--- config.mk ---
export PLATFORM = sky130hd
export DESIGN_NAME = bcd_digit_extractor
export DESIGN_NICKNAME = d
export VERILOG_FILES = /design/src/rtl/bcd_digit_extractor.sv
export SDC_FILE = /design/constraint.sdc
export NUM_CORES = 1
export LEC_CHECK = 0
export BUFFER_PORTS_ARGS = -buffer_cell sky130_fd_sc_hd__buf_4
export CORE_ASPECT_RATIO = 1.5
export CORE_MARGIN = 4
export CORE_UTILIZATION = 25
export DETAILED_ROUTE_END_ITERATION = 12
export GPL_TIMING_DRIVEN = 0
export PLACE_DENSITY_LB_ADDON = 0.15
export SKIP_CTS_REPAIR_TIMING = 1
export SLEW_MARGIN = 10
export SYNTH_ARGS = -nofsm -noshare
export SYNTH_HDL_FRONTEND = slang
export SYNTH_SLANG_ARGS = --single-unit
export TNS_END_PERCENT = 1
--- constraint.sdc ---
create_clock -name clk -period 16.9 [get_ports clk]
set_clock_uncertainty 0.2 [all_clocks]
set_input_delay 0.845 -clock clk [delete_from_list [all_inputs] [get_ports clk]]
set_output_delay 0.845 -clock clk [all_outputs]
set_load 0.05 [all_outputs]
--- src/rtl/bcd_digit_extractor.sv ---
`default_nettype none
// ============================================================================
// Module      : bcd_digit_extractor
// Description : Sequential binary-to-BCD converter, one divide-by-10 per cycle,
//               units digit first; result latched with a done pulse.
// Revision    : 1.0 - initial release
// ============================================================================
module bcd_digit_extractor #(
    parameter int WIDTH  = 16,
    parameter int DIGITS = 5
) (
    input  logic                  clk,
    input  logic                  rst,
    input  logic                  start,
    input  logic [WIDTH-1:0]      bin,
    output logic                  busy,
    output logic                  done,
    output logic [4*DIGITS-1:0]   bcd,
    output logic                  overflow
);

    localparam int IDX_W = (DIGITS > 1) ? $clog2(DIGITS) : 1;
    localparam logic [IDX_W-1:0] LAST_IDX = IDX_W'(DIGITS - 1);

    typedef enum logic [1:0] {
        IDLE = 2'd0,
        CONV = 2'd1,
        DONE = 2'd2
    } state_t;

    state_t              state;
    state_t              state_next;
    logic [WIDTH-1:0]    work;
    logic [WIDTH-1:0]    quot;
    logic [3:0]          rem;
    logic [IDX_W-1:0]    idx;
    logic [4*DIGITS-1:0] scratch;
    logic [4*DIGITS-1:0] scratch_next;
    logic                accept;
    logic                last_digit;

    assign quot       = work / WIDTH'(10);
    assign rem        = 4'(work - quot * WIDTH'(10));
    assign accept     = start && ((state == IDLE) || (state == DONE));
    assign last_digit = (state == CONV) && (idx == LAST_IDX);

    // The final bcd must include the digit produced on the exit edge.
    always_comb begin
        scratch_next               = scratch;
        scratch_next[idx*4 +: 4]   = rem;
    end

    always_comb begin
        state_next = state;
        case (state)
            IDLE:    if (start) state_next = CONV;
            CONV:    if (idx == LAST_IDX) state_next = DONE;
            DONE:    state_next = start ? CONV : IDLE;
            default: state_next = IDLE;
        endcase
    end

    always_ff @(posedge clk or posedge rst) begin
        if (rst) begin
            state <= IDLE;
        end else begin
            state <= state_next;
        end
    end

    always_ff @(posedge clk or posedge rst) begin
        if (rst) begin
            work     <= '0;
            idx      <= '0;
            scratch  <= '0;
            busy     <= 1'b0;
            done     <= 1'b0;
            bcd      <= '0;
            overflow <= 1'b0;
        end else begin
            done <= 1'b0;
            if (accept) begin
                work    <= bin;
                idx     <= '0;
                scratch <= '0;
                busy    <= 1'b1;
            end else if (state == CONV) begin
                work    <= quot;
                scratch <= scratch_next;
                idx     <= idx + 1'b1;
                if (last_digit) begin
                    busy     <= 1'b0;
                    done     <= 1'b1;
                    bcd      <= scratch_next;
                    overflow <= (quot != '0);
                end
            end
        end
    end

endmodule
`default_nettype wire

==> flow_metrics.py <==
metrics = {
    "timing": {
        "hold_viol": 0,
        "timing.final.crit_period_ns": 8.68,
        "relSlewSlack": 0.384,
        "setup_viol": 0,
        "setup_ws_ns": 8.22,
        "fmax_mhz": 115,
        "worstMarginPinSlew_ns": 0.911,
        "rsz0062_at_grt": "false",
        "timing.final.crit_share": 0.513,
        "maxSlewViolCount": 0,
        "finalSetupTns_ns": 0,
    },
    "placement": {
        "pre_cts_ws_ns": 8.24,
        "place_hpwl_um": 11500,
        "place.gp.congestion": 0.890,
        "place_inst": 831,
        "dpl_cell_area_um2": 5270,
        "io_buffers": 41,
    },
    "worst_setup_path": {
        "cp_data_required_time_ns": 16.97,
        "critPathMaxFanout": 10,
        "cp.arrival_ns": 8.74,
        "cp_slowest_cell": "a2111oi_1",
        "crit_path_end_kind": "flip-flop",
        "path_class": "flip-flop to flip-flop",
        "max_stage_delay_ns": 0.66,
        "cp-start-kind": "flip-flop",
    },
    "cts": {
        "cts_buffers": 9,
        "ctsHtreeMaxLevel": 3,
        "path_clk_slew_ns": 0.05,
        "clock_latency_ns": 0.33,
        "cts_tree": "done",
        "clock_path_buffers": 2,
        "root_buffer": "clkbuf_16",
        "cts.sinks": 64,
    },
    "synth": {
        "yosysWarnings": 0,
        "synthCells": 541,
        "syn-cell-area_um2": 4620,
        "ys.flop_type": "dfrtp_1",
        "synth-edff-count": 0,
        "yosys_register_bits": 64,
        "async_flop_share": 1.00,
        "avgSynthCellArea_um2": 8.55,
        "ys_top_cells_by_area": "dfrtp_1 35%, nand2_1 4.8%, o21ai_0 3.9%",
        "synth_top_area_share": 0.346,
        "synth_nets": 570,
        "synth-seq-area-share": 0.346,
        "yosys.area.top_type": "dfrtp_1",
        "synth_cell_types": 84,
    },
    "global_route": {
        "grt_max_degree": 60,
        "grt_use_total": 0.148,
        "antenna_found_initial": 0,
        "grt_pass1_wl_um": 24800,
        "overflow": 0,
        "grt_pass1_vias": 4531,
    },
    "layout": {
        "mostFrequentLayoutCells": "64 x dfrtp_1, 59 x nand2_1, 41 x nor2_1, 41 x buf_4, 36 x o21ai_0",
        "antenna_cells": 0,
        "drive_gt1_frac": 0.154,
        "syn_to_final_growth_pct": 20.6,
        "final_common_cell": "dfrtp_1",
        "fin_cells": 847,
        "design.final.nets": 623,
        "fin_area_um2": 5580,
    },
    "job": {
        "cap_violations": 0,
    },
    "hold_path": {
        "hold_path.class": "primary input to async pin",
    },
    "detailed_routing": {
        "avgRoutedWirePerCell_um": 18.1,
        "avgViaCountPerCell": 5.36,
        "wl_um": 15300,
        "dr.pass1.iters": 5,
        "drtAntennaViolNets": 0,
        "drc": 0,
        "drt_iter0_drc": 383,
        "via_count": 4541,
    },
    "floorplan": {
        "die_area_um2": 20800,
        "die-height_um": 175,
        "coreArea_um2": 18100,
        "initial_core_util": 0.256,
        "num_io_pins": 42,
        "die_x_um": 119,
        "rows": 60,
    },
    "run_status": {
        "status": "complete, no violations",
    },
}
flip-flops by register name, indices dropped and copies added, names as in the netlist:
signal	count
busy	1
idx	3
done	1
overflow	1
scratch	20
state	2
bcd	20
work	16
worst paths after layout:
| check | from | to | slack (ns) | depth (start not counted) |
|---|---|---|---|---|
| setup / recovery | work[14]$_DFFE_PP0P_ | scratch[3]$_DFFE_PP0P_ | 8.22 | 29 |
| hold / removal | rst | work[12]$_DFFE_PP0P_ | 0.19 | 2 |
| setup reg to reg | work[14]$_DFFE_PP0P_ | scratch[3]$_DFFE_PP0P_ | 8.22 | 29 |
| hold reg to reg | busy$_DFFE_PP0P_ | busy$_DFFE_PP0P_ | 0.28 | 1 |
| max in group asynchronous | rst | scratch[19]$_DFFE_PP0P_ | 15.79 | 3 |
| min in group clk | busy$_DFFE_PP0P_ | busy$_DFFE_PP0P_ | 0.28 | 1 |
metrics by stage:
stage	utilization	hold WS, ns
2_1_floorplan	-	0.244
3_3_place_gp	0.290	0.262
3_5_place_dp	0.291	0.274
4_1_cts	0.308	0.180
5_1_grt	0.308	0.181
6_report	0.308	0.193
critical path: cells and delay by family (launching register included):
kind            cells  cell delay, ns
xor+xnor            1            0.31
buf+inv             3            0.54
fa+ha+maj           3            0.83
mux                 2            0.54
compound gates     12            4.08
simple gates        8            1.65
flops               1            0.45
final cells by class:
class | count | area, µm²
fill | 1930 | 12500
clock inverter | 3 | 40.0
sequential | 64 | 1600
timing repair buffer | 42 | 335
buffer | 40 | 165
inverter | 21 | 81.3
tap | 248 | 310
multi-input combinational | 416 | 2790
clock buffer | 13 | 260
synth_stat cells, types with 9 or more instances:
cell and instances:
a22oi_1 16, nor2_1 41, o21ai_0 36, and3_1 10
a21oi_1 28, dfrtp_1 64, clkbuf_1 31, inv_1 18
nor3_1 9, a22o_1 10, ha_1 9, nand3_1 15
nand2_1 59, a31oi_1 10
per-layer routing:
metal | track usage | share of wire
met5 | 0 | 0
met4 | 0.0449 | 0.020
met3 | 0.0227 | 0.036
met2 | 0.266 | 0.52
met1 | 0.179 | 0.42
logic make-up after synthesis:
family / synth area share
compound gates: 0.321
xor+xnor: 0.0165
fa+ha+maj: 0.0308
buf+inv: 0.0528
flops: 0.346
mux: 0.0154
simple gates: 0.218
Power is not shown: default switching activity piles up to over one toggle a cycle in this logic, so the estimate is an artifact.
